$ cat src/rtl/counter_run_controller.sv
// rtl/counter_run_controller.sv - sequencer that clears an 8-bit T-FF counter then issues Target enable pulses
// Rate-divided pulse train with pause/resume/abort; outputs decoded from state plus the divider tick.
module counter_run_controller #(
    parameter int DIV_W = 26,
    parameter int RATE1 = 4,
    parameter int RATE2 = 16,
    parameter int RATE3 = 50000000
) (
    input  logic       Clock,
    input  logic       Reset,
    input  logic       Start,
    input  logic       Stop,
    input  logic [1:0] RateSel,
    input  logic [7:0] Target,
    output logic       Enable,
    output logic       Clear_b,
    output logic       Busy,
    output logic       Done
);

    typedef enum logic [2:0] {
        ST_IDLE,
        ST_CLEAR,
        ST_RUN,
        ST_PAUSE,
        ST_DONE
    } state_t;

    state_t           state;
    state_t           state_next;
    logic [7:0]       issued;
    logic [7:0]       issued_next;
    logic [7:0]       target_q;
    logic [7:0]       target_next;
    logic [1:0]       rate_q;
    logic [1:0]       rate_next;
    logic [DIV_W-1:0] div_cnt;
    logic [DIV_W-1:0] div_next;
    logic [DIV_W-1:0] reload;
    logic             tick;
    logic             start_req;
    logic             last_pulse;

    always_ff @(posedge Clock) begin
        if (Reset) begin
            state    <= ST_IDLE;
            issued   <= 8'd0;
            target_q <= 8'd0;
            rate_q   <= 2'd0;
            div_cnt  <= '0;
        end else begin
            state    <= state_next;
            issued   <= issued_next;
            target_q <= target_next;
            rate_q   <= rate_next;
            div_cnt  <= div_next;
        end
    end

    // Divider reload is period-1 so a tick lands every N RUN clocks.
    always_comb begin
        reload = '0;
        case (rate_q)
            2'b01:   reload = DIV_W'(RATE1 - 1);
            2'b10:   reload = DIV_W'(RATE2 - 1);
            2'b11:   reload = DIV_W'(RATE3 - 1);
            default: reload = '0;
        endcase
    end

    assign tick       = (state == ST_RUN) && (div_cnt == '0);
    assign start_req  = Start && !Stop;
    assign last_pulse = (issued == (target_q - 8'd1));

    always_comb begin
        state_next  = state;
        issued_next = issued;
        target_next = target_q;
        rate_next   = rate_q;
        div_next    = div_cnt;
        case (state)
            ST_IDLE, ST_DONE: begin
                if (start_req) begin
                    state_next  = ST_CLEAR;
                    rate_next   = RateSel;
                    target_next = Target;
                    issued_next = 8'd0;
                end else if (Stop && (state == ST_DONE)) begin
                    state_next = ST_IDLE;
                end
            end
            ST_CLEAR: begin
                div_next   = '0;
                state_next = (target_q == 8'd0) ? ST_DONE : ST_RUN;
            end
            ST_RUN: begin
                // A tick coinciding with Stop still counts; completion beats pausing.
                if (tick) begin
                    issued_next = issued + 8'd1;
                    div_next    = reload;
                    if (last_pulse) begin
                        state_next = ST_DONE;
                    end else if (Stop) begin
                        state_next = ST_PAUSE;
                    end
                end else begin
                    div_next = div_cnt - DIV_W'(1);
                    if (Stop) begin
                        state_next = ST_PAUSE;
                    end
                end
            end
            ST_PAUSE: begin
                if (Stop) begin
                    state_next = ST_IDLE;
                end else if (Start) begin
                    state_next = ST_RUN;
                end
            end
            default: state_next = ST_IDLE;
        endcase
    end

    assign Enable  = tick;
    assign Clear_b = (state != ST_CLEAR);
    assign Busy    = (state == ST_CLEAR) || (state == ST_RUN) || (state == ST_PAUSE);
    assign Done    = (state == ST_DONE);

endmodule

$ cat config.mk
export PLATFORM = sky130hd
export DESIGN_NAME = counter_run_controller
export DESIGN_NICKNAME = d
export VERILOG_FILES = /design/src/rtl/counter_run_controller.sv
export SDC_FILE = /design/constraint.sdc
export NUM_CORES = 1
export LEC_CHECK = 0
export CORE_MARGIN = 2
export CORE_UTILIZATION = 59
export DETAILED_ROUTE_END_ITERATION = 10
export GPL_ROUTABILITY_DRIVEN = 0
export PLACE_DENSITY_LB_ADDON = 0.08
export REMOVE_ABC_BUFFERS = 1
export SLEW_MARGIN = 40
export SYNTH_ARGS = -nofsm -noshare
export SYNTH_HDL_FRONTEND = slang
export SYNTH_SLANG_ARGS = --single-unit
$ cat constraint.sdc
create_clock -name Clock -period 2.7 [get_ports Clock]
set_input_delay 0.27 -clock Clock [delete_from_list [all_inputs] [get_ports Clock]]
set_output_delay 0.27 -clock Clock [all_outputs]
set_load 0.005 [all_outputs]
# --- After elaboration in Yosys (flattened, before gate mapping) ---
# Cells that the tools add are included.
op_classes:
  add_sub_neg: 3
  n_reduce_logical: 15
  eq_ne: 13
  mux: 15
ops:
  columns: ["cell", "count"]
  rows:
  - ["one-hot mux 26 bit (3 select lines)", 1]
  - ["one-hot mux 26 bit (2 select lines)", 1]
  - ["zero test 26 bit", 1]
  - ["2-to-1 mux 26 bit", 1]
  - ["subtractor 26 x 1 -> 26 bit, second input constant", 1]
  - ["2-to-1 mux 3 bit", 8]
  - ["2-to-1 mux 8 bit", 2]
  - ["one-hot mux 8 bit (2 select lines)", 1]
  - ["one-hot mux 3 bit (4 select lines)", 1]
  - ["adder 8 x 1 -> 8 bit, second input constant", 1]
  - ["equality test 8 bit", 1]
  - ["zero test 8 bit", 1]
  - ["subtractor 8 x 1 -> 8 bit, second input constant", 1]
  - ["equality test 3 x 2 -> 1 bit, second input constant", 2]
  - ["!= test 3 bit, second input constant", 2]
  - ["equality test 2 bit, second input constant", 2]
  - ["!= test 2 bit, second input constant", 2]
  - ["AND reduction 2 bit", 2]
  - ["nonzero test 2 bit", 2]
  - ["equality test 3 x 1 -> 1 bit, second input constant", 1]
  - ["equality test 3 bit, second input constant", 1]
  - ["logical AND 1 bit", 3]
  - ["zero test 3 bit", 1]
  - ["!= test 3 x 1 -> 1 bit, second input constant", 1]
  - ["5 further kinds", 6]
word_totals:
  regBits: 47
  inputBits: 14
  wordCells: 51

# --- Longest topological paths before layout ---
# Gate-level depths: netlist of the first run.
depth:
  word_depth: 5
  depth_mapped: 10

# --- Worst setup path after synthesis of the first run ---
# OpenSTA, ideal clock, no wires.
synth_path:
  path_type: "register -> register"
  start: "register div_cnt[0]"
  end: "register div_cnt[12]"
  slack_ps: 477
  path_stages_with_launch: 8
  t_arrival_ps: 2091
  setup_time_ps: 132
  period_less_slack_ps: 2223
  n_path_buf: 0
  cell_sequence: "dfxtp_1 inv_1 ha_1 or4b_2 or4_1 o31a_1 o21ai_1 a31oi_1"
synth_via:
  elab_chain_cells: 4
synth_rtl:
  columns: ["item", "line_no", "text"]
  rows:
  - ["start: declaration", "37", "logic [DIV_W-1:0] div_cnt;"]
  - ["start signal: assignment", "56", "div_cnt <= div_next;"]
  - ["parallel branches: the longest is 2 deep, another holds subtractor 26 x 1 -> 26 bit", null, null]
  - ["2-to-1 mux 26 bit (*)", "98", "if (tick) begin"]
  - ["one-hot mux 26 bit (2 select lines) (*)", "81", "case (state)"]
# Mark *: on every way between the ends.
# A chain may end at the register's enable or synchronous reset.

# --- Final worst setup path of the first run ---
layout_path:
  start: "register div_cnt[1]"
  end: "output port Enable"
layout_via:
  elab_chain_cells: 2
layout_rtl:
  columns: ["item", "line_no", "text"]
  rows:
  - ["zero test 26 bit", "71", "assign tick = (state == ST_RUN) && (div_cnt == '0);"]
  - ["logical AND 1 bit", "71", null]
  - ["end: declaration", "15", "output logic Enable,"]
# Every way passes these cells.

==> impl_metrics.yaml, run 1 <==
placed_design:
  detailed_place_hpwl_um: 4909
  placed_cell_area_um2: 3039
  numPortBuffers: 17
synthesis:
  synthTopCellsByCount: "53 x nand2_1, 47 x dfxtp_1, 29 x a21oi_1"
  synth_top_area_share_pct: 33.97
  synth_top_family_by_area: "simple AND/OR/NAND/NOR gates"
  synth_area_leader_cell: "dfxtp_1"
  syn_area_per_cell_um2: 7.548
  synth_xor_area_share_pct: 3.794
  yosysSeqAreaShare_pct: 33.97
  synth_enable_flop_cells: 0
  synth_ff_type: "dfxtp_1"
  post_synth_num_cell_types: 54
  synth-compound-area-share_pct: 22.90
  syn_inst: 367
  yosys.area_share.simple_pct: 32.88
  yosys_warnings: 0
  async_flop_share_pct: 0
  synth.most_common_cell: "nand2_1"
  synth.area.top_cells: "dfxtp_1 34%, nand2_1 7.2%, a21oi_1 5.2%, o21ai_0 4.3%, nand3_1 4.0%"
  synthAdderAreaFrac_pct: 1.807
  ys_ff_latch: 47
  synth_area_um2: 2770
  synthMuxAreaShare_pct: 0
drt:
  drt-total-wl_um: 6820
  vias: 2808
  ant_nets: 0
  drc_errors: 0
  drt_iter0_drc: 284
  wl_per_cell_um: 15.43
  viasPerCell: 6.353
  drtPass1Iterations: 5
sta:
  hold_viol: 0
  fin_crit_sh_pct: 96.09
  worst_slew_pin_slew_ns: 0.7269
  slew_viol_final: 0
  period_minus_slack_ns: 2.594
  rsz0062_at_grt: "no"
  setup_viol: 0
  max_freq_mhz: 385.5
  skew_ns: 0.005790
  fin_setup_tns_ns: 0
  slew_headroom_pct: 51.21
min_path:
  min_from: "div_cnt[13]"
  whs_path_depth: 2
  min-delay-path-class: "register to register"
  worstHoldEndpoint: "div_cnt[13]"
layout:
  area_delta_synth_final_pct: 14.45
  fillers: 383
  drive_gt1_share_pct: 10.00
  nets: 407
  diodes: 0
  final_area_um2: 3171
worst_setup_path:
  critPathArrivalTime_ns: 2.32
  rrSetupSlack_ns: 0.35
  worstSetupStartpointType: "register"
  cp_max_fo: 5
  cp-end-kind: "output pin"
  r2r_cells: 8
  required_ns: 2.43
  critPathLaunch: "div_cnt[1]"
  worstSetupPathType: "register to output pin"
  reg2reg_from: "div_cnt[1]"
  rr_endpoint: "issued[6]"
pwr:
  max-vdd-ir-drop_uv: 570.2
  p_seq_share_pct: 34.4
  swShare_pct: 42.58
  comb_power_share_pct: 47.7
  p_sw_w: 0.001017
  clockPowerShare_pct: 17.9
  power.density_nw_per_um2: 753.1
  leakagePower_nw: 1.192
  p_int_w: 0.001371
global_route:
  grt_use_total_pct: 26.96
  grt_pass1_vias: 2417
  antenna_found_initial: 0
  grt_start_max_net_pins: 18
  grt_overflow_total: 0
  grt_pass1_wl_um: 11290
clock_network:
  clkTransAtPathRegs_ns: 0.09
  clock_latency_ns: 0.31
  clock_sinks: 47
  cts_buffer_depth: 2
  cts_root_buf: "clkbuf_8"
  cts_made_buffers: 5
  htree_levels: 2
  cts_tree: "built"
die:
  dieArea_um2: 5259
  initial_core_util_pct: 62.33
  placementRows: 24
  die_x_um: 72.52
  io_pins: 18
  fp.dieH_um: 72.52
  core_um2: 4444
flow_run:
  maxCapViolCount: 0
run_status:
  status: "finished, final reports clean"
[how the worst max path moves through the flow]
| stage | end | slack [ns] |
|---|---|---|
| global placement | issued[6] | 0.30 |
| detailed placement | issued[6] | 0.24 |
| global route | Enable | 0.02 |
| CTS | Enable | 0.01 |
| floorplan | issued[6] | 0.26 |
| finish | Enable | 0.11 |
[worst max-delay path, cell delays in order (launching register included)]
cell             delay [ns]
dfxtp_1                0.35
inv_1                  0.10
ha_4                   0.15
nor4b_4                0.21
nand3_1                0.11
or4_4                  0.51
inv_1                  0.09
clkdlybuf4s50_1        0.49
[layout by cell type, fill, tap and decap left out, drive strengths merged, types with 3 or more instances in the layout]
master / Yosys / routed
buf: 5 / 16
nand3: 22 / 22
nand2: 54 / 54
or3: 11 / 11
o21ai: 26 / 26
dfxtp: 47 / 47
o2bb2ai: 5 / 5
or2: 3 / 3
nor4: 8 / 8
nor2b: 3 / 3
o211ai: 3 / 3
xor2: 7 / 7
nor3b: 4 / 4
a32o: 3 / 3
a21oi: 29 / 29
nand4: 5 / 5
clkdlybuf4s50: 0 / 17
clkbuf: 13 / 6
xnor2: 5 / 5
or4: 7 / 7
nand2b: 5 / 5
nor4b: 3 / 3
inv: 13 / 13
nor2: 26 / 26
ha: 4 / 4
nor3: 14 / 14
a31oi: 13 / 13
[power by group through the flow]
| stage | Clock, W | Sequential, W | Combinational [W] |
|---|---|---|---|
| floorplan | 0 | 0.000816 | 0.000760 |
| global route | 0.000459 | 0.000831 | 0.00124 |
| CTS | 0.000431 | 0.000815 | 0.00108 |
| detailed placement | 0 | 0.000831 | 0.00107 |
| finish | 0.000428 | 0.000821 | 0.00114 |
| global placement | 0 | 0.000829 | 0.00106 |
[through the flow]
step	std cells	hold slack (ns)	setup WS [ns]	utilization (%)	total power, W
after floorplan	349	0.3391	0.2644	-	0.001576
after global placement	432	0.4660	0.2989	68.33	0.001886
after detailed placement	432	0.4684	0.2359	68.38	0.001905
after CTS	441	0.4811	0.01460	70.47	0.002329
after global routing	442	0.5086	0.01676	71.34	0.002532
final	442	0.4847	0.1057	71.34	0.002388
[final cells by class]
| type | instances | area [um^2] | share of cell area (%) |
|---|---|---|---|
| clock buffers | 6 | 72.57 | 2.289 |
| clock inverters | 2 | 12.51 | 0.3946 |
| inverters | 13 | 48.80 | 1.539 |
| multi-input cells | 289 | 1739 | 54.85 |
| flip-flops and latches | 47 | 942.2 | 29.72 |
| well taps | 52 | 65.06 | 2.052 |
| repair buffers | 33 | 290.3 | 9.155 |
[kinds of logic after synthesis]
kind of cell	count (synthesis)
AOI/OAI and AO/OA	101
DFF	47
adders and majority gates	4
xor gates and xnor gates	12
and+or+nand+nor	172
buffers and inverters	31
[flip-flops by register name, summed over array words and instances, names as in the netlist]
register and count:
state 3, target_q 8, issued 8, rate_q 2, div_cnt 26
[metal layers]
layer / GRT usage (%) / share of wire, % / vias up
li1: - / - / 1399
met1: 37.61 / 48 / 1288
met2: 41.21 / 43 / 105
met3: 4.722 / 6.7 / 16
met4: 10.91 / 2.0 / 0
met5: 0 / 0 / -
[repair_timing]
action,4_1_cts,5_1_grt
setup endpoints to repair,1,1
pin swaps,0,1
buffers inserted,1,1
resized for setup,0,6
hold buffers,0,0
Power figures use the tool's default switching activity.
==> inputs of run 2 (changes only) <==
CORE_UTILIZATION = 40   (was 59)
==> impl_metrics.yaml, run 2 (synthesis gave the netlist of run 1 again) <==
layout:
  final_cells: 471
  diodes: 0
  mostFrequentLayoutCells: "53 x nand2_1, 46 x dfxtp_1, 29 x a21oi_1"
  nets: 408
  area_delta_synth_final_pct: 16.67
  largest_register: "div_cnt"
  fillers: 673
  drive_gt1_share_pct: 10.74
  reg_top3: "div_cnt x26, issued x8, target_q x8"
  layout_commonest_cell: "nand2_1"
  largest_register_ffs: 26
sta:
  slew_headroom_pct: 47.56
  rsz0062_at_grt: "no"
  slew_viol_final: 0
  period_minus_slack_ns: 2.573
  fin_crit_sh_pct: 95.29
  fin_setup_tns_ns: 0
  holdWs_ns: 0.4888
  worst_slew_pin_slew_ns: 0.7813
  setup_viol: 0
  max_freq_mhz: 388.7
  skew_ns: 0.007714
  hold_viol: 0
drt:
  drt_iter0_drc: 180
  wl_per_cell_um: 15.45
  drc_errors: 0
  ant_nets: 0
  drt-total-wl_um: 7276
  vias: 2746
  drtPass1Iterations: 5
  viasPerCell: 5.830
clock_network:
  cts_root_buf: "clkbuf_8"
  clock_sinks: 47
  cts_tree: "built"
  ctsHoldBuffers: 0
  cts_made_buffers: 5
  clock_latency_ns: 0.30
  cts_buffer_depth: 2
  htree_levels: 2
  clkTransAtPathRegs_ns: 0.09
pwr:
  max-vdd-ir-drop_uv: 487.3
  clockPowerShare_pct: 19.3
  power.density_nw_per_um2: 753.5
  swShare_pct: 41.81
  p_sw_w: 0.001018
  p_seq_share_pct: 33.7
  p_int_w: 0.001417
  leakagePower_nw: 1.205
  comb_power_share_pct: 47.1
  power_w: 0.002435
placed_design:
  detailed_place_hpwl_um: 5330
  placedCellCount: 461
  numPortBuffers: 17
global_route:
  grt_overflow_total: 0
  grt_pass1_wl_um: 12480
  antenna_found_initial: 0
  grt_start_max_net_pins: 20
  grt_pass1_vias: 2499
  grt_use_total_pct: 20.59
worst_setup_path:
  cp-end-kind: "output pin"
  required_ns: 2.43
  rrSetupSlack_ns: 0.29
  worstSetupPathType: "register to output pin"
  reg2reg_from: "div_cnt[0]"
  path_cells: "inv_1 > ha_4 > nor4b_4 > nand3_1 > or4_4 > inv_2 > clkdlybuf4s50_1"
  max_stage_delay_ns: 0.51
  cp_max_fo: 6
  crit_buf_inv: 3
  crit_family: "simple AND/OR/NAND/NOR gates"
  critPathArrivalTime_ns: 2.30
  rr_endpoint: "div_cnt[1]"
  worstSetupStartpointType: "register"
  slowest_stage: "or4_4"
  critPathLaunch: "div_cnt[0]"
  r2r_cells: 8
run_status:
  status: "finished, final reports clean"
min_path:
  whs_path_depth: 2
  min-delay-path-class: "register to register"
  worstHoldEndpoint: "div_cnt[13]"
  min_from: "div_cnt[13]"
die:
  initial_core_util_pct: 41.00
  io_pins: 18
  fp.dieH_um: 87.22
  dieArea_um2: 7607
  placementRows: 30
  die_x_um: 87.22
  core_um2: 6756
flow_run:
  maxCapViolCount: 0
## run 2: changes by cell type in the layout (fill, tap and decap cells not counted), sizes merged
cell / delta
buf: +1
clkinv: -1
clkbuf: +1
## run 2: area by class of cell
class                      count  area (um^2)  share of cell area, %
multi-input combinational    289         1739                  53.81
inverter                      13        48.80                  1.510
clock inverter                 1        7.507                 0.2323
timing repair buffer          34        297.8                  9.214
tap                           80        100.1                  3.097
clock buffer                   7        96.34                  2.981
sequential                    47        942.2                  29.15
## run 2: power by group through the flow
stage,clock network [W],logic [W],registers [W]
2_1_floorplan,0,0.000760,0.000816
3_3_place_gp,0,0.00108,0.000830
3_5_place_dp,0,0.00108,0.000831
4_1_cts,0.000488,0.00109,0.000815
5_1_grt,0.000519,0.00128,0.000831
6_report,0.000470,0.00115,0.000819
## run 2: per-layer routing
layer,global-route usage [%],wire length (um)
met5,0,0
met4,4.615,88
met3,3.033,314
met2,31.09,3172
met1,30.85,3702
## run 2: tightest hold or removal path: cells and delay by family (launching register included)
| kind | cells | cell delay, ns |
|---|---|---|
| flip-flops | 1 | 0.32 |
| AO/OA/AOI/OAI | 2 | 0.13 |
## run 2: how the worst max path moves through the flow
stage | end | cells past startpoint
2_1_floorplan | issued[6] | 4
3_3_place_gp | issued[6] | 8
3_5_place_dp | issued[6] | 8
4_1_cts | Enable | 5
5_1_grt | Enable | 7
6_report | Enable | 7
## run 2: repair_timing
action,CTS,global route
pin swaps,0,3
buffers inserted,1,1
endpoints found under the setup margin,1,1
gates resized for setup,0,7
## run 2: through the flow
stage	util [%]	cell area [um^2]	setup WS, ns
floorplan	-	2690	0.2644
global route	47.83	3232	0.01496
CTS	47.26	3193	0.001825
global placement	45.57	3079	0.3196
finish	47.83	3232	0.1271
detailed placement	45.61	3082	0.2355
